## src/rtl/timestamp_word_assembler.sv

```systemverilog
// timestamp_word_assembler
// This module pops tagged 32-bit words from a first-word-fall-through FIFO.
// It rebuilds each three-word hit record into a 64-bit timestamp and an
// 8-bit extra field, and offers the result on a valid/ready port.
// Words with a foreign identifier are counted in a saturating counter.
// Out-of-order words are counted in a second saturating counter.
module timestamp_word_assembler #(
    parameter logic [3:0] IDENTIFIER    = 4'b0101,
    parameter int         ERR_CNT_WIDTH = 16
) (
    input  logic                     BUS_CLK,
    input  logic                     BUS_RST,
    input  logic                     FIFO_EMPTY,
    input  logic [31:0]              FIFO_DATA,
    output logic                     FIFO_READ,
    output logic                     TS_VALID,
    input  logic                     TS_READY,
    output logic [63:0]              TS_DATA,
    output logic [7:0]               TS_EXTRA,
    input  logic                     CLEAR_ERR,
    output logic [ERR_CNT_WIDTH-1:0] ID_ERR_CNT,
    output logic [ERR_CNT_WIDTH-1:0] SEQ_ERR_CNT
);

    typedef enum logic [1:0] {
        WAIT0 = 2'd0,
        WAIT1 = 2'd1,
        WAIT2 = 2'd2,
        HOLD  = 2'd3
    } state_t;

    state_t state_reg;
    state_t state_next;
    state_t base_state;

    // The lower and middle fields of a partial record are kept apart from
    // the output registers. This keeps TS_DATA stable while a new record
    // is being collected.
    logic [23:0] lo_reg;
    logic [23:0] mid_reg;
    logic [63:0] ts_reg;
    logic [7:0]  extra_reg;

    logic rd;
    logic load_lo;
    logic load_mid;
    logic load_out;

    // Index 0 is the identifier error counter; index 1 is the sequence error counter.
    logic [1:0]               err_inc;
    logic [ERR_CNT_WIDTH-1:0] err_cnt_reg [2];

    logic [3:0]  word_id;
    logic [3:0]  word_idx;
    logic [23:0] word_payload;

    assign word_id      = FIFO_DATA[31:28];
    assign word_idx     = FIFO_DATA[27:24];
    assign word_payload = FIFO_DATA[23:0];

    // Next-state logic: a HOLD that is handshaken this cycle acts as WAIT0,
    // so a word popped in the same cycle starts the next record.
    always_comb begin
        base_state = state_reg;
        state_next = state_reg;
        err_inc    = 2'b00;
        load_lo    = 1'b0;
        load_mid   = 1'b0;
        load_out   = 1'b0;
        rd         = !FIFO_EMPTY && ((state_reg != HOLD) || TS_READY);

        if ((state_reg == HOLD) && TS_READY) begin
            base_state = WAIT0;
        end
        state_next = base_state;

        if (rd) begin
            if (word_id != IDENTIFIER) begin
                err_inc[0] = 1'b1;
            end else begin
                case (base_state)
                    WAIT0: begin
                        if (word_idx == 4'd0) begin
                            load_lo    = 1'b1;
                            state_next = WAIT1;
                        end else begin
                            err_inc[1] = 1'b1;
                        end
                    end
                    WAIT1: begin
                        if (word_idx == 4'd1) begin
                            load_mid   = 1'b1;
                            state_next = WAIT2;
                        end else if (word_idx == 4'd0) begin
                            err_inc[1] = 1'b1;
                            load_lo    = 1'b1;
                            state_next = WAIT1;
                        end else begin
                            err_inc[1] = 1'b1;
                            state_next = WAIT0;
                        end
                    end
                    WAIT2: begin
                        if (word_idx == 4'd2) begin
                            load_out   = 1'b1;
                            state_next = HOLD;
                        end else if (word_idx == 4'd0) begin
                            err_inc[1] = 1'b1;
                            load_lo    = 1'b1;
                            state_next = WAIT1;
                        end else begin
                            err_inc[1] = 1'b1;
                            state_next = WAIT0;
                        end
                    end
                    default: begin
                        // In HOLD, rd is high only when TS_READY is high.
                        // In that case base_state is already WAIT0.
                        state_next = base_state;
                    end
                endcase
            end
        end
    end

    // State register.
    always_ff @(posedge BUS_CLK or posedge BUS_RST) begin
        if (BUS_RST) begin
            state_reg <= WAIT0;
        end else begin
            state_reg <= state_next;
        end
    end

    // Partial-record and output field registers.
    always_ff @(posedge BUS_CLK or posedge BUS_RST) begin
        if (BUS_RST) begin
            lo_reg    <= '0;
            mid_reg   <= '0;
            ts_reg    <= '0;
            extra_reg <= '0;
        end else begin
            if (load_lo) begin
                lo_reg <= word_payload;
            end
            if (load_mid) begin
                mid_reg <= word_payload;
            end
            if (load_out) begin
                ts_reg    <= {word_payload[15:0], mid_reg, lo_reg};
                extra_reg <= word_payload[23:16];
            end
        end
    end

    // Saturating error counters. A clear overrides an increment in the same cycle.
    for (genvar gi = 0; gi < 2; gi++) begin : g_err_cnt
        always_ff @(posedge BUS_CLK or posedge BUS_RST) begin
            if (BUS_RST) begin
                err_cnt_reg[gi] <= '0;
            end else if (CLEAR_ERR) begin
                err_cnt_reg[gi] <= '0;
            end else if (err_inc[gi] && (err_cnt_reg[gi] != {ERR_CNT_WIDTH{1'b1}})) begin
                err_cnt_reg[gi] <= err_cnt_reg[gi] + {{(ERR_CNT_WIDTH-1){1'b0}}, 1'b1};
            end
        end
    end

    assign FIFO_READ   = rd;
    assign TS_VALID    = (state_reg == HOLD);
    assign TS_DATA     = ts_reg;
    assign TS_EXTRA    = extra_reg;
    assign ID_ERR_CNT  = err_cnt_reg[0];
    assign SEQ_ERR_CNT = err_cnt_reg[1];

endmodule

```

## config.mk

```make
export PLATFORM = sky130hd
export DESIGN_NAME = timestamp_word_assembler
export DESIGN_NICKNAME = d
export VERILOG_FILES = /design/src/rtl/timestamp_word_assembler.sv
export SDC_FILE = /design/constraint.sdc
export NUM_CORES = 1
export LEC_CHECK = 0
export CAP_MARGIN = 40
export CORE_MARGIN = 10
export CORE_UTILIZATION = 46
export DETAILED_ROUTE_END_ITERATION = 8
export GPL_TIMING_DRIVEN = 1
export PLACE_DENSITY = 0.8
export SYNTH_ARGS = -nofsm -noshare
export SYNTH_HDL_FRONTEND = slang
export SYNTH_SLANG_ARGS = --single-unit
```

## constraint.sdc

```tcl
create_clock -name BUS_CLK -period 4.8 [get_ports BUS_CLK]
set_clock_uncertainty 0.15 [all_clocks]
set_input_delay 0.96 -clock BUS_CLK [delete_from_list [all_inputs] [get_ports BUS_CLK]]
set_output_delay 0.96 -clock BUS_CLK [all_outputs]
set_load 0.005 [all_outputs]
```

==> results.sh, run 1 <==
export IMPL_reg2reg_from="state_reg[0]"
export IMPL_place_gp_congestion=0.842
export IMPL_grt_antenna_before_repair=0
export IMPL_synth_main_ff_cell="dfrtp_1"
export IMPL_post_cts_resize_count=0
export IMPL_num_rows=43
export IMPL_yosysWarnings=0
export IMPL_placed_cell_area_mm2=0.00810
export IMPL_setup_worst_path_start_class="input pin"
export IMPL_holdCritPathClass="reg -> reg"
export IMPL_hold_viol=0
export IMPL_cellLeakagePower_nw=3.91
export IMPL_path_clk_slew_ns=0.06
export IMPL_die_y_um=138
export IMPL_finalPower_mw=2.78
export IMPL_timing_worst_setup_path_type="in -> out"
export IMPL_cp_common_cell="clkdlybuf4s50_1"
export IMPL_track_usage_pct=16.1
export IMPL_final_cell_mix="dfrtp_1 (154), clkdlybuf4s50_1 (142), mux2_2 (125)"
export IMPL_tightest_slew_ns=0.752
export IMPL_holdBufCountCts=0
export IMPL_slew_limit_headroom_pct=49.9
export IMPL_seq_area_mm2=0.00385
export IMPL_viasPerCell=5.38
export IMPL_synth_seq_cells=154
export IMPL_start_util_pct=46.7
export IMPL_slew_viol_final=0
export IMPL_hp_start="lo_reg[14]"
export IMPL_grt_max_degree=81
export IMPL_cpMaxStageDelayCell="clkdlybuf4s50_1"
export IMPL_hold_depth=1
export IMPL_worstReg2RegEnd="TS_DATA[49]"
export IMPL_cts_buffers_inserted=17
export IMPL_cp_required_ns=3.69
export IMPL_globalRoute_totalOverflow=0
export IMPL_syn_num_nets=513
export IMPL_synth_seq_area_share_pct=59.9
export IMPL_cts_sinks=154
export IMPL_num_vias=4382
export IMPL_critPathCaptureType="output port"
export IMPL_setup_violations=0
export IMPL_synthArstFlopShare_pct=100
export IMPL_first_iter_violations=337
export IMPL_powerDensity_mw_per_mm2=320
export IMPL_max_freq_ghz=0.290
export IMPL_max_stage_delay_ns=0.52
export IMPL_min_period_over_period_pct=71.7
export IMPL_synthDistinctLibCells=40
export IMPL_cp_arrival_ns=2.33
export IMPL_setup_ws_ns=1.36
export IMPL_io_pin_count=143
export IMPL_grt_pass1_wl_mm=25.4
export IMPL_wire_per_inst_um=18.8
export IMPL_path_cells="clkdlybuf4s50_1 -> and3b_4 -> nor2_1 -> clkdlybuf4s50_1"
export IMPL_avgSynthCellArea_um2=13.6
export IMPL_antenna_left=0
export IMPL_hpwl_mm=10.6
export IMPL_period_minus_slack_ns=3.44
export IMPL_die_w_um=138
export IMPL_r2r_slack_ns=2.13
export IMPL_drv_cap=0
export IMPL_setup_tns_ns=0
export IMPL_cts_buffer_depth=2
export IMPL_crit_family="buffers and inverters"
export IMPL_layout_drive_gt1_share_pct=27.4
export IMPL_finalNetCount=661
export IMPL_core_area_mm2=0.0138
export IMPL_dieArea_mm2=0.0191
export IMPL_synth_edf_count=0
export IMPL_totalWireLength_mm=15.3
export IMPL_remaining_drc_errors=0
export IMPL_multiInputGateArea_mm2=0.00247
export IMPL_insertion_delay_ns=0.41
export IMPL_layout_commonest_cell="dfrtp_1"
export IMPL_cts_tree="built"
export IMPL_syn2layout_area_growth_pct=35.2
export IMPL_stdcell_area_mm2=0.00870
export IMPL_critPathBufInv=2
export IMPL_largest_reg_flops=64
export IMPL_pre_cts_ws_ns=1.08
export IMPL_path_max_fanout=6
export IMPL_cts_root_buf="clkbuf_16"
export IMPL_post_cts_buffers=0
export IMPL_peakVddDrop_mv=0.193
export IMPL_dr_pass1_iters=5
export IMPL_syn_cell_area_mm2=0.00643
export IMPL_grt_pass1_vias=4668
export IMPL_cts_max_level=4
export IMPL_placement_io_buffers=142
export IMPL_status="complete, no violations"
export IMPL_min_to="TS_DATA[14]"
export IMPL_reg2regPathDepth=5
export IMPL_syn_inst=474
export IMPL_num_antenna_cells=0
export IMPL_rsz0062_at_grt="no"
export IMPL_fill_cells=1070
==> power breakdown <==
group,leakage (nW),total (mW),switching (mW),internal (mW)
clock network,0.289,1.36,0.537,0.824
logic,1.47,0.103,0.0541,0.0494
registers,2.15,1.32,0.00866,1.31
total,3.91,2.78,0.600,2.18
==> cells in the mapped netlist, drive strengths merged (3+ instances only) <==
library cell	instances	area (µm²)
o21ai	4	20.0
a21oi	13	65.1
clkbuf	9	33.8
and4	3	26.3
o31ai	9	67.6
nand3	14	70.1
buf	15	75.1
and3	3	18.8
or4	12	93.8
nor3	11	65.1
or3	9	56.3
nor2b	4	25.0
nand2	13	48.8
nor4	10	62.6
mux2	125	1410
xnor2	10	87.6
dfrtp	154	3850
inv	3	11.3
nor2	23	86.3
nand4	6	37.5
==> layer usage <==
layer  share of wire, %  global-route usage, %  vias up
met5                  0                      0        -
met4                1.7                   6.49        0
met3                4.4                   4.18       17
met2                 53                   27.7      122
met1                 41                   18.7     2214
li1                   -                      -     2029
==> area by class of cell <==
cell class	instances	area share, %
Sequential cell	154	44.3
Multi-Input combinational cell	293	28.5
Timing Repair Buffer	153	17.6
Clock buffer	19	4.98
Tap cell	180	2.59
Clock inverter	13	1.93
Inverter	3	0.173
==> how the worst max path moves through the flow <==
stage             startpoint             to  slack [ns]  cells past startpoint
2_1_floorplan        BUS_RST  ID_ERR_CNT[0]        1.75                      1
3_3_place_gp   FIFO_DATA[24]    TS_DATA[16]        1.13                      6
3_5_place_dp   FIFO_DATA[24]    TS_EXTRA[0]        1.08                      6
4_1_cts             TS_READY      FIFO_READ        1.35                      4
5_1_grt             TS_READY      FIFO_READ        1.29                      4
6_report            TS_READY      FIFO_READ        1.36                      4
==> per-stage QoR <==
step | hold slack [ns] | cells | util [%]
2_1_floorplan | 0.325 | 474 | -
5_1_grt | 0.368 | 815 | 63.1
6_report | 0.351 | 815 | 63.1
3_5_place_dp | 0.340 | 783 | 58.8
3_3_place_gp | 0.331 | 781 | 58.6
4_1_cts | 0.354 | 815 | 63.1
==> logic make-up after synthesis <==
family                     synth area share (%)
DFF                                        59.9
muxes                                      22.0
and+or+nand+nor                            10.9
AOI/OAI and AO/OA                          3.25
buffers and inverters                      1.87
xor gates and xnor gates                   1.63
adders and majority gates                 0.389
Note: power is estimated with default switching activity, not from simulation.
==> run 2, diff against run 1 <==
==> constraint.sdc (replaced) <==
create_clock -name BUS_CLK -period 3.1 [get_ports BUS_CLK]
set_clock_uncertainty 0.15 [all_clocks]
set_input_delay 0.62 -clock BUS_CLK [delete_from_list [all_inputs] [get_ports BUS_CLK]]
set_output_delay 0.62 -clock BUS_CLK [all_outputs]
set_load 0.005 [all_outputs]
==> results.sh, run 2 (synthesis results as in run 1) <==
export IMPL_viasPerCell=5.41
export IMPL_totalWireLength_mm=15.7
export IMPL_die_y_um=138
export IMPL_slew_limit_headroom_pct=55.4
export IMPL_cp_required_ns=2.33
export IMPL_insertion_delay_ns=0.42
export IMPL_hpwl_mm=11.2
export IMPL_track_usage_pct=16.5
export IMPL_internal_power_mw=3.57
export IMPL_cts_buffers_inserted=17
export IMPL_holdCritPathClass="reg -> reg"
export IMPL_remaining_drc_errors=0
export IMPL_powerDensity_mw_per_mm2=508
export IMPL_die_w_um=138
export IMPL_setup_worst_path_start_class="input pin"
export IMPL_power_frac_clock_pct=51.0
export IMPL_slew_viol_final=0
export IMPL_drv_cap=0
export IMPL_num_rows=43
export IMPL_post_cts_buffers=0
export IMPL_wire_per_inst_um=19.1
export IMPL_hold_viol=0
export IMPL_place_gp_congestion=0.829
export IMPL_cp_arrival_ns=1.95
export IMPL_cts_buffer_depth=2
export IMPL_stdcell_area_mm2=0.00887
export IMPL_status="complete, no violations"
export IMPL_cts_sinks=154
export IMPL_tightest_slew_ns=0.663
export IMPL_layout_drive_gt1_share_pct=28.2
export IMPL_p_sw_mw=0.931
export IMPL_core_area_mm2=0.0138
export IMPL_setup_tns_ns=0
export IMPL_start_util_pct=46.7
export IMPL_grt_pass1_wl_mm=25.9
export IMPL_min_period_over_period_pct=87.8
export IMPL_antenna_left=0
export IMPL_period_minus_slack_ns=2.72
export IMPL_io_pin_count=143
export IMPL_dieArea_mm2=0.0191
export IMPL_layout_commonest_cell="dfrtp_1"
export IMPL_final_cell_mix="dfrtp_1 (154), clkdlybuf4s50_1 (142), mux2_2 (125)"
export IMPL_placement_io_buffers=142
export IMPL_largest_reg_flops=64
export IMPL_peakVddDrop_mv=0.330
export IMPL_holdBufCountCts=0
export IMPL_grt_antenna_before_repair=0
export IMPL_cts_max_level=4
export IMPL_rsz0062_at_grt="no"
export IMPL_p_seq_share_pct=45.4
export IMPL_syn2layout_area_growth_pct=37.9
export IMPL_placed_cell_area_mm2=0.00821
export IMPL_cts_root_buf="clkbuf_16"
export IMPL_dr_pass1_iters=5
export IMPL_setup_violations=0
export IMPL_first_iter_violations=315
export IMPL_fill_cells=1041
export IMPL_num_vias=4449
export IMPL_path_clk_slew_ns=0.06
export IMPL_grt_max_degree=107
export IMPL_cellLeakagePower_nw=3.98
export IMPL_switching_share_pct=20.7
export IMPL_grt_pass1_vias=4636
export IMPL_globalRoute_totalOverflow=0
export IMPL_seq_area_mm2=0.00385
export IMPL_cts_tree="built"
export IMPL_max_freq_ghz=0.367
export IMPL_multiInputGateArea_mm2=0.00247
export IMPL_critPathCaptureType="output port"
export IMPL_finalNetCount=668
export IMPL_combPwrFrac_pct=3.6
export IMPL_path_max_fanout=6
export IMPL_finish_utilization_pct=64.4
export IMPL_timing_worst_setup_path_type="in -> out"
export IMPL_post_cts_resize_count=0
export IMPL_num_antenna_cells=0
==> run 2: changes by cell type in the layout (fill, tap and decap cells not counted) <==
cell / before / now
bufinv_16: 3 / 5
buf_2: 1 / 0
clkbuf_8: 0 / 1
buf_4: 8 / 11
clkinvlp_4: 3 / 1
buf_12: 2 / 7
inv_6: 4 / 3
clkinv_2: 2 / 1
inv_8: 0 / 1
==> run 2: final cells by class <==
class                      instances  share of cell area, %
clock buffer                      20                   5.04
clock inverter                    12                   2.37
inverter                           3                  0.169
multi-input combinational        293                   27.9
sequential                       154                   43.4
tap                              180                   2.54
timing repair buffer             160                   18.5
==> run 2: worst max-delay path: stages <==
cell,delay (ns)
clkdlybuf4s50_1,0.49
and3b_4,0.23
nor2_1,0.09
clkdlybuf4s50_1,0.52
==> run 2: worst paths after layout <==
kind,start,endpoint,slack [ns],cells past startpoint
max in group asynchronous,BUS_RST,TS_DATA[43],1.73,3
worst min register to register,mid_reg[9],mid_reg[9],0.35,1
min in group asynchronous,BUS_RST,TS_DATA[24],0.56,3
worst min-delay path,mid_reg[9],mid_reg[9],0.35,1
worst max register to register,SEQ_ERR_CNT[0],SEQ_ERR_CNT[0],0.64,6
worst max-delay path,TS_READY,FIFO_READ,0.38,4
==> run 2: power by group through the flow <==
stage / registers (mW) / logic [mW] / clock network [mW]
3_5_place_dp: 2.08 / 0.166 / 0
3_3_place_gp: 2.08 / 0.160 / 0
6_report: 2.04 / 0.164 / 2.30
5_1_grt: 2.04 / 0.182 / 2.44
2_1_floorplan: 2.08 / 0.0707 / 0
4_1_cts: 2.04 / 0.167 / 2.33
==> run 2: through the flow <==
stage	instances	hold slack (ns)	total power, mW	setup slack (ns)
final	822	0.352	4.50	0.377
after global routing	822	0.361	4.67	0.364
after CTS	822	0.356	4.55	0.375
after detailed placement	790	0.339	2.25	0.0942
after global placement	790	0.331	2.24	0.111
after floorplan	474	0.325	2.15	0.385
==> run 2: routing by layer <==
layer | vias up | part of all wire [%] | track usage, %
li1 | 2044 | - | -
met1 | 2286 | 40 | 18.9
met2 | 107 | 54 | 29.0
met3 | 12 | 4.7 | 4.45
met4 | 0 | 1.3 | 5.94
met5 | - | 0 | 0
